File: src/rtl/fft_agu_pkg.sv
// fft_agu_pkg: FSM states and address helpers for fft_addr_gen_param.
// FFT_AGU_BITREV_EN adds the UNLOAD state.
package fft_agu_pkg;
  localparam int MAX_W = 12;
  typedef enum logic [1:0] {
    IDLE,
    RUN,
`ifdef FFT_AGU_BITREV_EN
    DRAIN,
    UNLOAD
`else
    DRAIN
`endif
  } agu_state_t;
  function automatic logic [MAX_W-1:0] rotl_n(input logic [MAX_W-1:0] value, input int amount, input int width);
    logic [MAX_W-1:0] r;
    r = '0;
    for (int i = 0; i < MAX_W; i++)
      if (i < width) r = r | (((value >> i) & MAX_W'(1)) << ((i + amount) % width));
    return r;
  endfunction
  function automatic logic [MAX_W-1:0] bitrev_n(input logic [MAX_W-1:0] value, input int width);
    logic [MAX_W-1:0] r;
    r = '0;
    for (int i = 0; i < MAX_W; i++)
      if (i < width) r = r | (((value >> i) & MAX_W'(1)) << (width - 1 - i));
    return r;
  endfunction
  // Top s bits of a width-bit twiddle index: stage 0 shares one twiddle, the last stage uses all.
  function automatic logic [MAX_W-1:0] tw_mask(input int s, input int width);
    logic [MAX_W-1:0] r;
    r = '0;
    for (int i = 0; i < MAX_W; i++)
      if (i < width && i >= width - s) r = r | (MAX_W'(1) << i);
    return r;
  endfunction
endpackage

File: src/rtl/fft_agu_wr_delay.sv
// fft_agu_wr_delay: fixed-latency shift-register delay line with async active-low clear.
module fft_agu_wr_delay #(
  parameter int W   = 8,
  parameter int LAT = 4
) (
  input  logic         clk,
  input  logic         rst_n,
  input  logic [W-1:0] d,
  output logic [W-1:0] q
);
  logic [W-1:0] sr [LAT];
  always_ff @(posedge clk or negedge rst_n) begin
    if (!rst_n) begin
      for (int i = 0; i < LAT; i++) sr[i] <= '0;
    end else begin
      sr[0] <= d;
      for (int i = 1; i < LAT; i++) sr[i] <= sr[i-1];
    end
  end
  assign q = sr[LAT-1];
endmodule

File: src/rtl/fft_addr_gen_param.sv
// fft_addr_gen_param: constant-geometry radix-2 FFT read/twiddle/write address sequencer.
// Define FFT_AGU_BITREV_EN to append a bit-reversed unload pass before done.
module fft_addr_gen_param
  import fft_agu_pkg::*;
#(
  parameter int LOG2N  = 5,
  parameter int WR_LAT = 4
) (
  input  logic                     clk,
  input  logic                     rst_n,
  input  logic                     start,
  output logic                     busy,
  output logic                     done,
  output logic [$clog2(LOG2N)-1:0] stage,
  output logic                     rd_valid,
  output logic [LOG2N-1:0]         rd_addr_a,
  output logic [LOG2N-1:0]         rd_addr_b,
  output logic [LOG2N-2:0]         tw_addr,
  output logic                     wr_en,
  output logic [LOG2N-1:0]         wr_addr_a,
  output logic [LOG2N-1:0]         wr_addr_b,
  output logic                     out_valid,
  output logic [LOG2N-1:0]         out_addr
);
  localparam int STG_W = $clog2(LOG2N);
  localparam int TW_W  = LOG2N - 1;
  localparam int HALF  = 2 ** (LOG2N - 1);
  localparam int DW    = 2 * LOG2N + 1;
  agu_state_t       state, nstate;
  logic [LOG2N-1:0] cnt, ncnt;
  logic [3:0]       dcnt, ndcnt;
  logic [STG_W-1:0] stg, nstg;
  logic             done_q, ndone;
  logic [TW_W-1:0]  j;
  logic [DW-1:0]    wq;
  assign j = cnt[TW_W-1:0];
  always_ff @(posedge clk or negedge rst_n) begin
    if (!rst_n) begin
      state  <= IDLE;
      cnt    <= '0;
      dcnt   <= '0;
      stg    <= '0;
      done_q <= 1'b0;
    end else begin
      state  <= nstate;
      cnt    <= ncnt;
      dcnt   <= ndcnt;
      stg    <= nstg;
      done_q <= ndone;
    end
  end
  always_comb begin
    nstate = state;
    ncnt   = cnt;
    ndcnt  = dcnt;
    nstg   = stg;
    ndone  = 1'b0;
    case (state)
      IDLE: begin
        nstate = start ? RUN : IDLE;
        ncnt   = '0;
        nstg   = '0;
      end
      RUN: begin
        ncnt = (cnt == LOG2N'(HALF - 1)) ? '0 : cnt + LOG2N'(1);
        nstate = (cnt == LOG2N'(HALF - 1)) ? DRAIN : RUN;
        ndcnt = '0;
      end
      DRAIN: begin
        ndcnt = dcnt + 4'd1;
        // Hold off the next stage until the last write of this stage has landed.
        if (dcnt == 4'(WR_LAT - 1)) begin
          if (stg == STG_W'(LOG2N - 1)) begin
`ifdef FFT_AGU_BITREV_EN
            nstate = UNLOAD;
            ncnt   = '0;
`else
            nstate = IDLE;
            ndone  = 1'b1;
            nstg   = '0;
`endif
          end else begin
            nstate = RUN;
            nstg   = stg + STG_W'(1);
          end
        end
      end
`ifdef FFT_AGU_BITREV_EN
      UNLOAD: begin
        ncnt   = cnt + LOG2N'(1);
        nstate = (cnt == '1) ? IDLE : UNLOAD;
        ndone  = (cnt == '1);
        nstg   = (cnt == '1) ? '0 : stg;
      end
`endif
      default: nstate = IDLE;
    endcase
  end
  assign busy      = (state != IDLE);
  assign done      = done_q;
  assign stage     = stg;
  assign rd_valid  = (state == RUN);
  assign rd_addr_a = rd_valid ? LOG2N'(rotl_n(MAX_W'({j, 1'b0}), int'(stg), LOG2N)) : '0;
  assign rd_addr_b = rd_valid ? LOG2N'(rotl_n(MAX_W'({j, 1'b1}), int'(stg), LOG2N)) : '0;
  assign tw_addr   = rd_valid ? (TW_W'(tw_mask(int'(stg), TW_W)) & j) : '0;
`ifdef FFT_AGU_BITREV_EN
  assign out_valid = (state == UNLOAD);
  assign out_addr  = out_valid ? LOG2N'(bitrev_n(MAX_W'(cnt), LOG2N)) : '0;
`else
  assign out_valid = 1'b0;
  assign out_addr  = '0;
`endif
  fft_agu_wr_delay #(.W(DW), .LAT(WR_LAT)) u_wr_delay (
    .clk   (clk),
    .rst_n (rst_n),
    .d     ({rd_valid, rd_addr_a, rd_addr_b}),
    .q     (wq)
  );
  assign {wr_en, wr_addr_a, wr_addr_b} = wq;
endmodule

File: config.mk
export PLATFORM = sky130hd
export DESIGN_NAME = fft_addr_gen_param
export DESIGN_NICKNAME = d
export VERILOG_FILES = /design/src/rtl/fft_agu_pkg.sv /design/src/rtl/fft_agu_wr_delay.sv /design/src/rtl/fft_addr_gen_param.sv
export SDC_FILE = /design/constraint.sdc
export NUM_CORES = 1
export LEC_CHECK = 0
export ABC_AREA = 1
export CAP_MARGIN = 20
export CORE_MARGIN = 2
export CORE_UTILIZATION = 51
export DETAILED_ROUTE_END_ITERATION = 7
export GPL_ROUTABILITY_DRIVEN = 1
export GPL_TIMING_DRIVEN = 0
export PLACE_DENSITY = 0.88
export SLEW_MARGIN = 5
export SYNTH_ARGS = -nofsm -noshare
export SYNTH_HDL_FRONTEND = slang
export SYNTH_SLANG_ARGS = --single-unit
File: constraint.sdc
create_clock -name clk -period 4.2 [get_ports clk]
set_clock_uncertainty 0.2 [all_clocks]
set_input_delay 0.84 -clock clk [delete_from_list [all_inputs] [get_ports clk]]
set_output_delay 0.84 -clock clk [all_outputs]
set_load 0.03 [all_outputs]
## Word-level counts from Yosys, hierarchy flattened

Cells that the tools add are included.

- Input bits: 3
- Word-level logic and storage cells: 74
- Flip-flop bits (word level): 59
- Output and inout bits: 37

- $add $sub $neg: 8
- Multiplexer cells: 21
- Reduce and logical (&&, ||, !) cells: 6
- Bitwise operators: 9
- Shifts and indexed selects: 6
- $lt $le $gt $ge: 4
- Equal/unequal tests: 6
- Div/mod/pow operators: 5

Operators by type and width:

| kind | number |
|---|---|
| remainder unit 32 x 4 -> 32 bit (second input constant) | 4 |
| left shift 1 x 32 -> 5 bit | 4 |
| greater-or-equal comparator 3 x 32 -> 1 bit (first input constant) | 2 |
| left shift 1 x 32 -> 5 bit (first input constant) | 2 |
| OR 5 bit | 8 |
| greater-or-equal comparator 1 x 32 -> 1 bit (first input constant) | 1 |
| greater-or-equal comparator 2 x 32 -> 1 bit (first input constant) | 1 |
| remainder unit 4 x 4 -> 32 bit (second input constant) | 1 |
| 2-to-1 mux 5 bit | 3 |
| case mux 5 bit (2 select lines) | 1 |
| 2-to-1 mux 3 bit | 3 |
| adder 2 x 3 -> 4 bit (first input constant) | 2 |
| 2-to-1 mux 4 bit | 2 |
| case mux 4 bit (2 select lines) | 1 |
| nonzero test 2 bit | 4 |
| 2-to-1 mux 1 bit | 6 |
| 2-to-1 mux 2 bit | 3 |
| case mux 2 bit (3 select lines) | 1 |
| case mux 3 bit (2 select lines) | 1 |
| adder 5 x 1 -> 5 bit (second input constant) | 1 |
| == test 5 x 4 -> 1 bit (second input constant) | 1 |
| adder 1 x 3 -> 4 bit (first input constant) | 1 |
| adder 3 x 3 -> 4 bit (first input constant) | 1 |
| adder 4 x 1 -> 4 bit (second input constant) | 1 |
| other kinds (10) | 10 |

## Logic depth before layout (Yosys ltp)

- Depth after elaboration: 8
- Mapped depth: 29
- Gate-level depth less buffers: 28

## Modules after synthesis

From an unflattened synthesis, not the netlist that was laid out.

- Cell total of the unflattened synthesis: 469
- Area total of the unflattened synthesis: 3946.3 um2

By module, submodules not included:

| module | instances | area an instance (um2) | sequential area each (um2) | cells an instance |
|---|---|---|---|---|
| fft_addr_gen_param | 1 | 2762.6 | 375.4 | 414 |
| fft_agu_wr_delay | 1 | 1183.6 | 1101.1 | 55 |

## Worst setup path after synthesis

Ideal clock, no wire load.

- Path kind: reg2out
- From: register stg[0] (netlist: stage[0])
- To: output rd_addr_b[0]
- Slack: -617 ps
- Arrival: 3777 ps
- Buffers on the path: 1
- Required time: 3160 ps
- Stages on the path, launching flop included: 29
- Cell sequence: dfrtp_1 > buf_6 > inv_2 > ha_1 > inv_1 > ha_1 > inv_2 > ha_1 > inv_1 > nand3_4 > nand2_2 > nand2_1 > nand2_1 > inv_1 > ha_1 > inv_1 > nor2_1 > nor2_2 > nand2_4 > nand2_4 > nand2_2 > nand2_2 > nand2_1 > nor2_2 > and2_1 > nor2_1 > nand2_1 > nand2_1 > nand2_1

- Longest elaborated chain between the ends: 8
- Elaborated cells between the ends (all ways): 19

Ends and longest elaborated chain:

| what | RTL line | source |
|---|---|---|
| from (decl) | fft_addr_gen_param.sv:32 | `logic [STG_W-1:0] stg, nstg;` |
| from (signal assigned) | fft_addr_gen_param.sv:48 | `stg <= nstg;` |
| adder 1 x 3 -> 4 bit | fft_agu_pkg.sv:19 | `if (i < width) r = r \| (((value >> i) & MAX_W'(1)) << ((i + amount) % width));` |
| remainder unit 32 x 4 -> 32 bit | fft_agu_pkg.sv:19 |  |
| left shift 1 x 32 -> 5 bit | fft_agu_pkg.sv:19 |  |
| OR 5 bit (3 in series) | fft_agu_pkg.sv:19 |  |
| OR 5 bit * | fft_agu_pkg.sv:19 |  |
| 2-to-1 mux 5 bit * | fft_addr_gen_param.sv:104 | `assign rd_addr_b = rd_valid ? LOG2N'(rotl_n(MAX_W'({j, 1'b1}), int'(stg), LOG2N)) : '0;` |
| to (decl) | fft_addr_gen_param.sv:17 | `output logic [LOG2N-1:0] rd_addr_b,` |

Mark *: on every way between the ends. The rest lies on a longest branch, timed or not.

## Worst setup path in the final report

- From: register stg[0] (netlist: stage[0])
- To: output rd_addr_b[1]

The elaborated chain is that of the path after synthesis.

==> qor.txt <==
Crit-path max cell delay - 450 ps
Power density relative to cell area - 210 mW/mm2
Total routed wirelength - 9.10 mm
Share of the clock period used by the worst path after layout - 110%
Clock sink count - 59
Initial antenna violation count - 0
Wire length of the first global-routing pass - 15.1 mm
Area fraction of the dominant cell type after synthesis - 37.5%
Number of hold violations in the final report - 0
Final design utilization - 69.3%
Maximum net fanout on the critical path - 4
Leading register cell type out of synthesis - sky130_fd_sc_hd__dfrtp_1
Outcome - complete, but fails checks
# rows - 32
Hold WC Path Type - reg -> reg
Fmax - 217 MHz
Post-Synthesis Mean Instance Area - 8.42 um2
Top cell family by delay on the critical path - buffers and inverters
Final setup violation count - 10
Cell taking the most area after synthesis - sky130_fd_sc_hd__dfrtp_1
Minimum setup slack in the final design - -407 ps
Synthesis Warnings - 0
Category of the most critical setup path - reg -> out
Die X - 91.9 um
Clk buf depth - 2
Tot GR Track Use - 22.2%
Relative max-transition margin - 65.6%
Clk Tree Root Cell - sky130_fd_sc_hd__clkbuf_8
Count of placed standard cells in the final layout, fillers left out - 656
Weighted congestion at the end of routability-driven global placement - 0.854
Maximum vdd ir drop - 126 uV
Clock latency at the later pin of the worst-skew pair - 330 ps
Worst setup SP type - flop
Async S/R FF share, synth - 100%
Clock transition at the registers of the reported paths - 70 ps
Net total in the final layout - 589
Placed Cells - 609
EDFF count, synth - 0
Total overflow reported by the global router - 0
Time the final worst path needs with I/O delays and setup - 4610 ps
Area growth, synth to finish - 33.8%
Per-cell routed wire length - 13.9 um
IO buf count - 33
Count of buffering cells on the critical path with inverters included - 12
Setup repair after global routing missed its margin - true
Cell Area, Synth - 0.00394 mm2
Worst path arrival time - 3570 ps
Detail-routed via count per cell - 5.20
Critical path data required time - 3160 ps
DRC violation total after the first TritonRoute iteration - 219
Number of hold buffers added after cts - 0
HPWL after detailed placement - 6.12 mm
Die Ht - 91.9 um
Highest-delay cell along the critical path - sky130_fd_sc_hd__dfrtp_2
Maximum capacitance violations - 0
Crit. End Element - output port
Number of clock buffers inserted by TritonCTS - 9
Initial core utilization - 51.8%
Fraction of final layout cells with drive strength greater than 1 - 36.5%
Top cells by area, synth - sky130_fd_sc_hd__dfrtp_1, sky130_fd_sc_hd__ha_1, sky130_fd_sc_hd__nand2_1, sky130_fd_sc_hd__inv_1, sky130_fd_sc_hd__nor2_1
Most crowded layer after global routing - met2
Vias post-DR - 3414
Count of pins over their slew limit - 0
Synth unique cells - 44
Critical Path Most Common Cell - sky130_fd_sc_hd__nand2_4
Largest net degree at the start of global routing - 43
Core area - 0.00761 mm2
Part of the Yosys area used for sequential elements - 37.5%
Grt met1 use - 24.5%
Slew @ Worst Pin - 512 ps
Reported leakage power - 0.00253 uW
Die ar. - 0.00844 mm2
# DRC - 0
First-pass iteration count of the detailed router - 5
Violated checks - setup timing
Met3 Use GR - 4.44%
Syn Inst Count - 468
Remaining antenna violation count - 0
Number of antenna repair diodes - 0
TritonCTS clock tree - done
Vias in the first global route - 3515
Met2 track utilization from global routing - 40.5%
Flip-flop and latch count after synthesis - 59
H-tree levels - 3
Top-level I/O count - 40
==> stage by stage <==
| stage | power (uW) | setup slack (ps) | hold slack, ps | instance area [um2] | TNS, ps |
|---|---|---|---|---|---|
| finish | 1110 | -407 | 143 | 5270 | -3590 |
| global route | 1150 | -549 | 153 | 5270 | -5060 |
| CTS | 1120 | -335 | 141 | 5060 | -3060 |
| detailed placement | 605 | -1020 | 135 | 4560 | -9720 |
| global placement | 602 | -945 | 132 | 4540 | -9090 |
| floorplan | 590 | -18.4 | 131 | 4080 | -37.6 |
==> synth_stat cells (all sizes together), types with 2 or more instances <==
| library cell | instances |
|---|---|
| dfrtp | 59 |
| xor2 | 6 |
| a21oi | 18 |
| nor2 | 49 |
| a211oi | 2 |
| nand4 | 10 |
| o211ai | 3 |
| buf | 18 |
| ha | 37 |
| nor3 | 9 |
| and2 | 2 |
| clkbuf | 2 |
| o21ai | 18 |
| nand3 | 32 |
| o22ai | 6 |
| inv | 70 |
| nand2 | 118 |
==> path summary, 6_finish.rpt <==
kind / start / to / slack, ps / cells after the start
min reg2reg: u_wr_delay.sr[33] / u_wr_delay.sr[22] / 140 / 0
min in group asynchronous: rst_n / state[0] / 240 / 1
max reg2reg: stage[0] / u_wr_delay.sr[37] / 690 / 27
max in group asynchronous: rst_n / u_wr_delay.sr[28] / 3000 / 2
max: stage[0] / rd_addr_b[1] / -410 / 28
min: u_wr_delay.sr[33] / u_wr_delay.sr[22] / 140 / 0
==> cell usage in the layout (no fill, tap or decap), types with 9 or more instances in the layout <==
master and count:
sky130_fd_sc_hd__nor2_1 31, sky130_fd_sc_hd__dfrtp_1 56, sky130_fd_sc_hd__buf_6 12, sky130_fd_sc_hd__nor3_1 9, sky130_fd_sc_hd__ha_1 27, sky130_fd_sc_hd__buf_4 45
sky130_fd_sc_hd__nand4_1 10, sky130_fd_sc_hd__clkdlybuf4s50_1 22, sky130_fd_sc_hd__nand3_1 21, sky130_fd_sc_hd__nand2_4 20, sky130_fd_sc_hd__nand2_1 75, sky130_fd_sc_hd__clkbuf_8 11
sky130_fd_sc_hd__a21oi_1 15, sky130_fd_sc_hd__ha_4 9, sky130_fd_sc_hd__inv_1 49, sky130_fd_sc_hd__inv_4 12, sky130_fd_sc_hd__nand2_2 21, sky130_fd_sc_hd__nor2_2 13
==> registers in the layout, indices dropped and copies added, names as in the netlist <==
| register | count |
|---|---|
| state | 2 |
| u_wr_delay.q | 11 |
| u_wr_delay.sr | 33 |
| done | 1 |
| cnt | 5 |
| stage | 3 |
| dcnt | 4 |
==> routing by layer <==
metal  part of all wire, %  routed length (um)
met4                   3.0                 276
met5                     0                   0
met2                    53                4780
met1                    40                3650
met3                   4.4                 396
==> area by class of cell <==
class,instances,area [um2]
multi-input combinational,323,2370
fill,562,2340
sequential,59,1480
timing repair buffer,65,598
inverter,71,327
buffer,20,163
clock buffer,10,138
tap,102,128
clock inverter,6,63.8
==> report_power, final <==
| part | internal (uW) | leakage [uW] | total [uW] | switching, uW |
|---|---|---|---|---|
| Sequential | 568 | 0.000685 | 568 | 0 |
| Clock | 290 | 0.0000987 | 515 | 226 |
| Combinational | 6.77 | 0.00175 | 25.1 | 18.3 |
==> cell families after synthesis <==
family | synth area share [%]
AOI/OAI and AO/OA | 8.29
xor gates and xnor gates | 1.75
adders and majority gates | 11.8
buffers and inverters | 10.8
DFF | 37.5
other | 0.0952
and+or+nand+nor | 29.8
==> what timing repair did <==
action,CTS,global route
buffers inserted,21,10
pin swaps,32,25
setup endpoints to repair,10,10
resized for setup,102,34
hold endpoints to repair,0,0
==> worst reg2reg max path, delay by kind of cell, from the launching register on <==
kind | cells | cell delay (ps)
buffers and inverters | 9 | 700
adders and majority gates | 4 | 800
and+or+nand+nor | 13 | 1170
AOI/OAI and AO/OA | 1 | 80
DFF | 1 | 450
Power figures use the tool's default switching activity.
